File: src/rtl/atm_pkg.sv
// Shared types for the ATM session controller: FSM state encoding and menu op-codes.
package atm_pkg;

  typedef enum logic [2:0] {
    IDLE    = 3'd0,
    LANG    = 3'd1,
    PIN     = 3'd2,
    MENU    = 3'd3,
    BAL     = 3'd4,
    DEP     = 3'd5,
    WDR     = 3'd6,
    ANOTHER = 3'd7
  } state_e;

  localparam logic [1:0] OP_BAL  = 2'b00;
  localparam logic [1:0] OP_DEP  = 2'b01;
  localparam logic [1:0] OP_WDR  = 2'b10;
  localparam logic [1:0] OP_EXIT = 2'b11;

endpackage

File: src/rtl/atm.sv
// Single-account ATM session FSM with persistent balance and registered transaction outputs.
// Latency: one clock per state, outputs update on the clock that leaves BAL/DEP/WDR; no backpressure.
module atm
  import atm_pkg::*;
#(
  parameter int unsigned BAL_W        = 8,
  parameter logic [3:0]  PIN_CODE     = 4'hF,
  parameter int unsigned INIT_BALANCE = 10,
  parameter int unsigned MAX_TRIES    = 3
) (
  input  logic             clk,
  input  logic             rst,
  input  logic             in_card,
  input  logic             in_Lang,
  input  logic [3:0]       in_PIN,
  input  logic [1:0]       in_operation,
  input  logic [3:0]       depositAmount,
  input  logic [3:0]       withdrawAmount,
  input  logic             in_AnotherOp,
  output logic [BAL_W-1:0] Balance_out,
  output logic             O_NotEnough
);

  localparam int unsigned TRY_W = $clog2(MAX_TRIES + 1);
  localparam logic [BAL_W-1:0] INIT_BAL = BAL_W'(INIT_BALANCE);
  localparam logic [BAL_W-1:0] BAL_MAX  = '1;

  state_e             state_q, state_d;
  logic [BAL_W-1:0]   balance_q, balance_d;
  logic [BAL_W-1:0]   bal_out_q, bal_out_d;
  logic               ne_q, ne_d;
  logic [TRY_W-1:0]   tries_q, tries_d;
  logic               lang_q, lang_d;

  logic [BAL_W:0]     dep_sum;
  logic [BAL_W-1:0]   dep_bal;
  logic [BAL_W-1:0]   wd_ext;
  logic               wd_ok;
  logic               pin_ok;
  logic               last_try;

  assign dep_sum  = {1'b0, balance_q} + (BAL_W+1)'(depositAmount);
  assign dep_bal  = dep_sum[BAL_W] ? BAL_MAX : dep_sum[BAL_W-1:0];
  assign wd_ext   = BAL_W'(withdrawAmount);
  assign wd_ok    = (wd_ext <= balance_q);
  assign pin_ok   = (in_PIN == PIN_CODE);
  assign last_try = ((32'(tries_q) + 32'd1) >= MAX_TRIES);

  always_ff @(posedge clk or negedge rst) begin
    if (!rst) begin
      state_q <= IDLE;
    end else begin
      state_q <= state_d;
    end
  end

  always_comb begin
    state_d = state_q;
    case (state_q)
      IDLE:    if (in_card) state_d = LANG;
      LANG:    state_d = PIN;
      PIN: begin
        if (pin_ok)        state_d = MENU;
        else if (last_try) state_d = IDLE;
      end
      MENU: begin
        case (in_operation)
          OP_BAL:  state_d = BAL;
          OP_DEP:  state_d = DEP;
          OP_WDR:  state_d = WDR;
          default: state_d = IDLE;
        endcase
      end
      BAL, DEP, WDR: state_d = ANOTHER;
      ANOTHER: state_d = in_AnotherOp ? MENU : IDLE;
      default: state_d = IDLE;
    endcase
    // Pulling the card wins over every other transition.
    if (!in_card && state_q != IDLE) state_d = IDLE;
  end

  // Datapath updates are suppressed when the card is pulled in the same cycle.
  always_comb begin
    balance_d = balance_q;
    bal_out_d = bal_out_q;
    ne_d      = ne_q;
    tries_d   = tries_q;
    lang_d    = lang_q;
    case (state_q)
      IDLE: tries_d = '0;
      LANG: if (in_card) lang_d = in_Lang;
      PIN: begin
        if (!in_card || pin_ok || last_try) tries_d = '0;
        else                                tries_d = tries_q + TRY_W'(1);
      end
      BAL: begin
        if (in_card) begin
          bal_out_d = balance_q;
          ne_d      = 1'b0;
        end
      end
      DEP: begin
        if (in_card) begin
          balance_d = dep_bal;
          bal_out_d = dep_bal;
          ne_d      = 1'b0;
        end
      end
      WDR: begin
        if (in_card) begin
          if (wd_ok) begin
            balance_d = balance_q - wd_ext;
            bal_out_d = balance_q - wd_ext;
            ne_d      = 1'b0;
          end else begin
            bal_out_d = balance_q;
            ne_d      = 1'b1;
          end
        end
      end
      default: ;
    endcase
  end

  always_ff @(posedge clk or negedge rst) begin
    if (!rst) begin
      balance_q <= INIT_BAL;
      bal_out_q <= '0;
      ne_q      <= 1'b0;
      tries_q   <= '0;
      lang_q    <= 1'b0;
    end else begin
      balance_q <= balance_d;
      bal_out_q <= bal_out_d;
      ne_q      <= ne_d;
      tries_q   <= tries_d;
      lang_q    <= lang_d;
    end
  end

  assign Balance_out = bal_out_q;
  assign O_NotEnough = ne_q;

endmodule

File: config.mk
export PLATFORM = sky130hd
export DESIGN_NAME = atm
export DESIGN_NICKNAME = d
export VERILOG_FILES = /design/src/rtl/atm_pkg.sv /design/src/rtl/atm.sv
export SDC_FILE = /design/constraint.sdc
export NUM_CORES = 1
export LEC_CHECK = 0
export ABC_AREA = 1
export BUFFER_PORTS_ARGS = -buffer_cell sky130_fd_sc_hd__buf_2
export CAP_MARGIN = 20
export CORE_MARGIN = 2
export CORE_UTILIZATION = 34
export CTS_BUF_LIST = sky130_fd_sc_hd__clkbuf_16
export DETAILED_ROUTE_END_ITERATION = 8
export PLACE_DENSITY = 0.59
export SYNTH_ARGS = -nofsm -noshare
export SYNTH_HDL_FRONTEND = slang
export SYNTH_SLANG_ARGS = --single-unit
File: constraint.sdc
create_clock -name clk -period 4.32 [get_ports clk]
set_clock_uncertainty 0.2 [all_clocks]
set_input_delay 1.08 -clock clk [delete_from_list [all_inputs] [get_ports clk]]
set_output_delay 1.08 -clock clk [all_outputs]
set_load 0.02 [all_outputs]
-- After elaboration in Yosys (flattened, before gate mapping)
Cells that the tools add are included.
W data, S select, Z words.
- register bits after elaboration: 22
- bits of input ports: 19
- output and inout bits: 9
- logic and storage cells: 64
- add/subtract/negate cells: 4
- $lt $le $gt $ge: 2
- eq/ne operators: 16
- muxes and demuxes: 20
- reductions and logical operators: 17
- operators with widths (kind ; number):
    $mux W8 ; 5
    $pmux W8 S3 ; 1
    $pmux W3 S6 ; 1
    $pmux W8 S2 ; 1
    $eq A3 B3 Y1 const B ; 4
    $mux W3 ; 4
    $add A8 B4 Y9 ; 1
    $pmux W3 S3 ; 1
    $le A4 B8 Y1 ; 1
    $sub A8 B4 Y8 ; 1
    $eq A3 B2 Y1 const B ; 2
    $ne A2 B2 Y1 const B ; 3
    $reduce_and A3 Y1 ; 2
    $reduce_bool A2 Y1 ; 3
    $reduce_bool A3 Y1 ; 2
    $eq A4 B4 Y1 const B ; 1
    $mux W2 ; 2
    $ne A4 B4 Y1 const B ; 1
    $pmux W2 S2 ; 1
    $reduce_and A4 Y1 ; 1
    $add A2 B1 Y3 const B ; 1
    $eq A3 B1 Y1 const B ; 1
    $ge A3 B2 Y1 const B ; 1
    $logic_not A3 Y1 ; 1
    other kinds (14) ; 17

-- Logic depth before layout (Yosys ltp)
Gate-level depths: netlist of the first run.
- depth in word-level cells: 6
- depth in mapped cells: 15
- gate-level depth less buffers: 14

-- Least setup slack after synthesis of the first run
Ideal clock, no wire load.
- kind: input to register
- from: input withdrawAmount[0]
- to: register bal_out_q[1] (netlist: Balance_out[1])
- setup time: 0.113 ns
- arrival time: 2.398 ns
- data required time: 4.007 ns
- setup slack: 1.609 ns
- stages: 12
- buffers on the path: 1
- cells stage by stage: ha_1 > inv_1 > fa_1 > nand2_1 > nand3_1 > nand2_1 > nand2_2 > buf_6 > o211ai_2 > nand3_1 > nand2_1 > inv_1
- word-level cells in the longest chain between the ends: 4
- elaborated cells on any way between the ends: 5
- those cells by class: add/sub: 1; order compare: 1; mux: 3
- RTL lines (what ; RTL line ; RTL):
    from (decl) ; atm.sv:18 ; input logic [3:0] withdrawAmount,
    $sub A8 B4 Y8 or $le A4 B8 Y1 (tied branches) ; atm.sv:113, atm.sv:45 ;
    $mux W8 * (2 in a row) ; -- ;
    $pmux W8 S3 * ; atm.sv:89 ; case (state_q)
    to (signal assigned) ; atm.sv:134 ; bal_out_q <= bal_out_d;
    to (decl) ; atm.sv:30 ; logic [BAL_W-1:0] bal_out_q, bal_out_d;
Mark *: on every way between the ends. The rest lies on a longest branch, timed or not. The select of a mux whose other input is x is not followed.
A chain may end at the register's enable or synchronous reset.

-- Worst setup path after layout of the first run
- from: input withdrawAmount[0]
- to: register bal_out_q[3] (netlist: Balance_out[3])
Same word-level chain as after synthesis.

==> flow_summary.yaml, run 1 <==
worst_setup_path:
  r2r_end: "Balance_out[3]"
  timing.rr.start: "balance_q[0]"
  crit_fanout: 12
  start_kind: "primary input"
  reg2reg_depth: 14
  crit_required_ps: 4270
  end_kind: "flip-flop"
  rrSetupSlack_ps: 1800
  cp.arrival_ps: 2850
  timing.critical_path.from: "withdrawAmount[0]"
  path_class: "primary input to flip-flop"
clock_network:
  clock_sinks: 22
  clk-insertion-delay-late_ps: 250
  clk_pin_slew_ps: 60
  holdBufCountCts: 0
  cts_resized: 0
  cts_setup_buffers: 0
  numCtsBuffers: 3
  clockBufferDepth: 2
  cts_tree: "yes"
  root_buffer: "clkbuf_16"
  h-tree-depth: 1
placement:
  dp.cells: 389
  placed_area_um2: 2130
  port_buffers: 26
  gp_congestion: 0.902
  hpwl_um: 3560
  pre_cts_ws_ps: 1170
synth:
  synth_cells: 295
  ys_seq_area_frac: 0.285
  ys_ff_latch: 22
  synth.avg_cell_area_um2: 6.58
  syn_nets: 326
  netlist_area_um2: 1940
  yosys_warnings: 0
  async_reset_ff_frac: 1.00
  ys.flop_type: "dfrtp_1"
  synth_edf_count: 0
  synth_cell_types: 34
grt:
  antenna_found_initial: 0
  grt_pass1_wl_um: 7770
  overflow: 0
  grt_usage: 0.155
  grt_max_degree: 23
  grt_pass1_vias: 1710
floorplan:
  rows: 27
  dieArea_um2: 6330
  ios: 28
  die_h_um: 79.6
  die_w_um: 79.6
  start_util: 0.352
  core_um2: 5510
route:
  routedWlPerCell_um: 11.7
  drt_iter0_drc: 84
  ant_nets: 0
  first_pass_iters: 5
  vias: 1881
  wirelength_um: 4590
  drc: 0
  routed_via_density: 4.79
power_and_ir_drop:
  p_leak_nw: 1.25
  vdd_drop_max_mv: 0.275
  power_density_nw_per_um2: 652
final_layout:
  final_common_cell: "nand2_1"
  nNetsFinal: 353
  layoutNonFillerInstCount: 393
  drive_above_1_share: 0.159
  layout_common_cells: "nand2_1, inv_1, nand3_1"
  n_antenna_cell: 0
  area_growth_pct: 13.8
  design_area_um2: 2210
timing:
  finalWorstSetupSlack_ps: 1430
  period_share: 0.670
  fmax_ghz: 0.345
  max_slew_margin: 0.633
  layout_min_cycle_time_ps: 2890
  final-hold-violation-count: 0
  setup_viol: 0
  tns_ps: 0
  rsz0062_at_grt: "no"
  maxSlewViolCount: 0
  tightest_slew_ps: 549
job:
  cap_viol_max_count: 0
outcome:
  outcome: "complete, no violations"
hold_path:
  worstHoldEndpoint: "Balance_out[4]"
  hold_depth: 2
  hold_start: "Balance_out[4]"
  hp-class: "flip-flop to flip-flop"
## worst max-delay path by stage
| stage | to | slack, ps |
|---|---|---|
| CTS | Balance_out[3] | 1440 |
| finish | Balance_out[3] | 1430 |
| global route | Balance_out[3] | 1250 |
| global placement | Balance_out[3] | 1180 |
| detailed placement | Balance_out[3] | 1170 |
| floorplan | Balance_out[1] | 1610 |
## through the flow
stage	hold slack [ps]	total power [mW]	util
6_report	287	1.44	0.401
5_1_grt	303	1.59	0.401
4_1_cts	287	1.45	0.401
3_5_place_dp	269	1.24	0.387
3_3_place_gp	263	1.23	0.387
2_1_floorplan	273	1.07	-
## state kept, by name, indices dropped and copies added (netlist names)
name and count:
Balance_out 8, O_NotEnough 1, balance_q 8, state_q 3, tries_q 2
## routing by layer
layer  track usage  vias to the layer above  wire length (µm)
li1              -                      987                 -
met4        0.0414                        0                50
met3        0.0204                        4               281
met5             0                        -                 0
met2         0.239                       43              1960
met1         0.228                      847              2290
## cell usage after synthesis, types with 3 or more instances
library cell    n  share of area
nand2_2         3         0.0097
inv_1          49          0.095
nand3_1        32          0.083
nor2_2          3         0.0097
nor2_4          4          0.023
nand4_1         8          0.026
nand2_1       100           0.19
or2_2           4          0.013
a21oi_1         5          0.013
dfrtp_1        20           0.26
ha_1           10          0.064
o21ai_0         9          0.023
or2_1           3         0.0097
nor2_1         13          0.025
xor2_1          3          0.014
## kinds of logic after synthesis
logic type / Yosys count / share of synthesized area
AOI/OAI and AO/OA: 25 / 0.0806
xor gates and xnor gates: 4 / 0.0181
adders and majority gates: 12 / 0.0851
buffers and inverters: 56 / 0.117
DFF: 22 / 0.285
and+or+nand+nor: 176 / 0.415
## power by group
group | total, mW | switching, mW | internal [mW]
logic | 0.828 | 0.520 | 0.308
registers | 0.415 | 0.114 | 0.301
clock network | 0.197 | 0.0734 | 0.123
## area by class of cell
cell class                      count  area (µm²)
Tap cell                           72        90.1
Clock buffer                        3        75.1
Fill cell                         606        3300
Timing Repair Buffer               26         130
Clock inverter                      1        3.75
Multi-Input combinational cell    217        1160
Sequential cell                    22         553
Inverter                           52         195
## worst max-delay path: stages
cell	delay (ps)
buf_2	80
ha_1	130
inv_1	70
fa_1	430
nand2_1	90
nand3_1	60
nand2_1	120
nand2_2	200
o21bai_1	190
clkinv_1	70
nand2_1	100
nand3_1	100
nand2_1	70
inv_1	30
Note: power is estimated with default switching activity, not from simulation.
==> run 2, diff against run 1 <==
Clock period 4.32 ns to 3.04 ns, I/O delays scaled along.
==> run 2 against run 1 <==
  * Count of clock-buffer cells in the layout unchanged
  * Flip-flop and latch count unchanged
  * Critical endpoint unchanged
  * Largest cell class unchanged
  * Global-route usage grew 0.24 points
==> flow_summary.yaml, run 2 (synthesized netlist as in run 1, its figures left out) <==
final_layout:
  n_antenna_cell: 0
  nNetsFinal: 354
  final_common_cell: "nand2_1"
  area_growth_pct: 14.2
  layout_common_cells: "nand2_1, inv_1, nand3_1"
  layoutNonFillerInstCount: 394
  drive_above_1_share: 0.161
clock_network:
  clk_pin_slew_ps: 60
  h-tree-depth: 1
  root_buffer: "clkbuf_16"
  cts_tree: "yes"
  clk-insertion-delay-late_ps: 260
  numCtsBuffers: 3
  clockBufferDepth: 2
  clock_sinks: 22
  cts_setup_buffers: 0
  holdBufCountCts: 0
  cts_resized: 0
timing:
  final-hold-violation-count: 0
  tns_ps: 0
  fmax_ghz: 0.399
  tightest_slew_ps: 560
  max_slew_margin: 0.626
  layout_min_cycle_time_ps: 2500
  setup_viol: 0
  period_share: 0.824
  maxSlewViolCount: 0
  rsz0062_at_grt: "no"
grt:
  grt.busiest_layer: "met2"
  grt_usage: 0.158
  gr-usage-met2: 0.248
  grt_max_degree: 23
  grtUsageMet1: 0.234
  overflow: 0
  grt_pass1_wl_um: 8050
  antenna_found_initial: 0
  grt_util_met3: 0.0158
  grt_pass1_vias: 1813
route:
  ant_nets: 0
  drt_iter0_drc: 107
  routed_via_density: 4.69
  drc: 0
  first_pass_iters: 4
  routedWlPerCell_um: 11.5
  vias: 1846
  wirelength_um: 4540
power_and_ir_drop:
  p_leak_nw: 1.26
  vdd_drop_max_mv: 0.341
  power_density_nw_per_um2: 926
floorplan:
  ios: 28
  rows: 27
  die_h_um: 79.6
  dieArea_um2: 6330
  die_w_um: 79.6
  start_util: 0.352
  core_um2: 5510
worst_setup_path:
  timing.rr.start: "balance_q[0]"
  end_kind: "flip-flop"
  reg2reg_depth: 14
  crit_fanout: 12
  path_class: "primary input to flip-flop"
  r2r_end: "Balance_out[3]"
  start_kind: "primary input"
  rrSetupSlack_ps: 600
  cp.arrival_ps: 2460
  crit_required_ps: 3000
job:
  cap_viol_max_count: 0
placement:
  gp_congestion: 0.921
  port_buffers: 26
  dp.cells: 390
  hpwl_um: 3520
outcome:
  outcome: "complete, no violations"
hold_path:
  hp-class: "primary input to async pin"
## run 2: cell count changes in the layout (fill, tap and decap cells not counted), sizes merged
cell,change
clkinv,-1
buf,+1
inv,+1
## run 2: worst max-delay path by stage
stage                            from        endpoint  depth (start not counted)
floorplan           withdrawAmount[0]  Balance_out[1]                         12
global placement    withdrawAmount[0]  Balance_out[3]                         14
global route        withdrawAmount[0]  Balance_out[3]                         14
CTS                 withdrawAmount[0]  Balance_out[3]                         14
detailed placement  withdrawAmount[0]  Balance_out[3]                         14
finish              withdrawAmount[0]  Balance_out[3]                         14
## run 2: layer usage
metal | routed length, µm | vias to the layer above | share of wire
met1 | 2460 | 820 | 0.54
met4 | 44 | 0 | 0.0097
met5 | 0 | - | 0
met3 | 139 | 4 | 0.031
met2 | 1900 | 30 | 0.42
li1 | - | 992 | -
## run 2: through the flow
stage	hold slack [ps]	utilization	setup WS [ps]	area, µm²	power [mW]
after floorplan	264	-	649	1940	1.52
after global placement	263	0.388	257	2140	1.77
after detailed placement	268	0.388	248	2140	1.77
after CTS	285	0.402	516	2220	2.06
after global routing	303	0.402	347	2220	2.29
final	275	0.402	536	2220	2.05
## run 2: final cells by class
cell class | instances | area [µm²]
Sequential cell | 22 | 553
Timing Repair Buffer | 27 | 138
Multi-Input combinational cell | 217 | 1160
Fill cell | 604 | 3290
Clock inverter | 1 | 3.75
Tap cell | 72 | 90.1
Inverter | 52 | 195
Clock buffer | 3 | 75.1
## run 2: critical path: stages
cell      delay [ps]
buf_2             80
ha_1             130
inv_1             60
fa_1             430
nand2_1           90
nand3_1           60
nand2_1          110
nand2_2          210
o21bai_1         200
clkinv_1          70
nand2_1           70
nand3_1           80
nand2_1           60
inv_1             30
## run 2: where the power goes
group          switching [mW]  total, mW  internal, mW
sequential              0.157      0.585         0.428
clock                   0.110      0.286         0.176
combinational           0.742       1.18         0.439
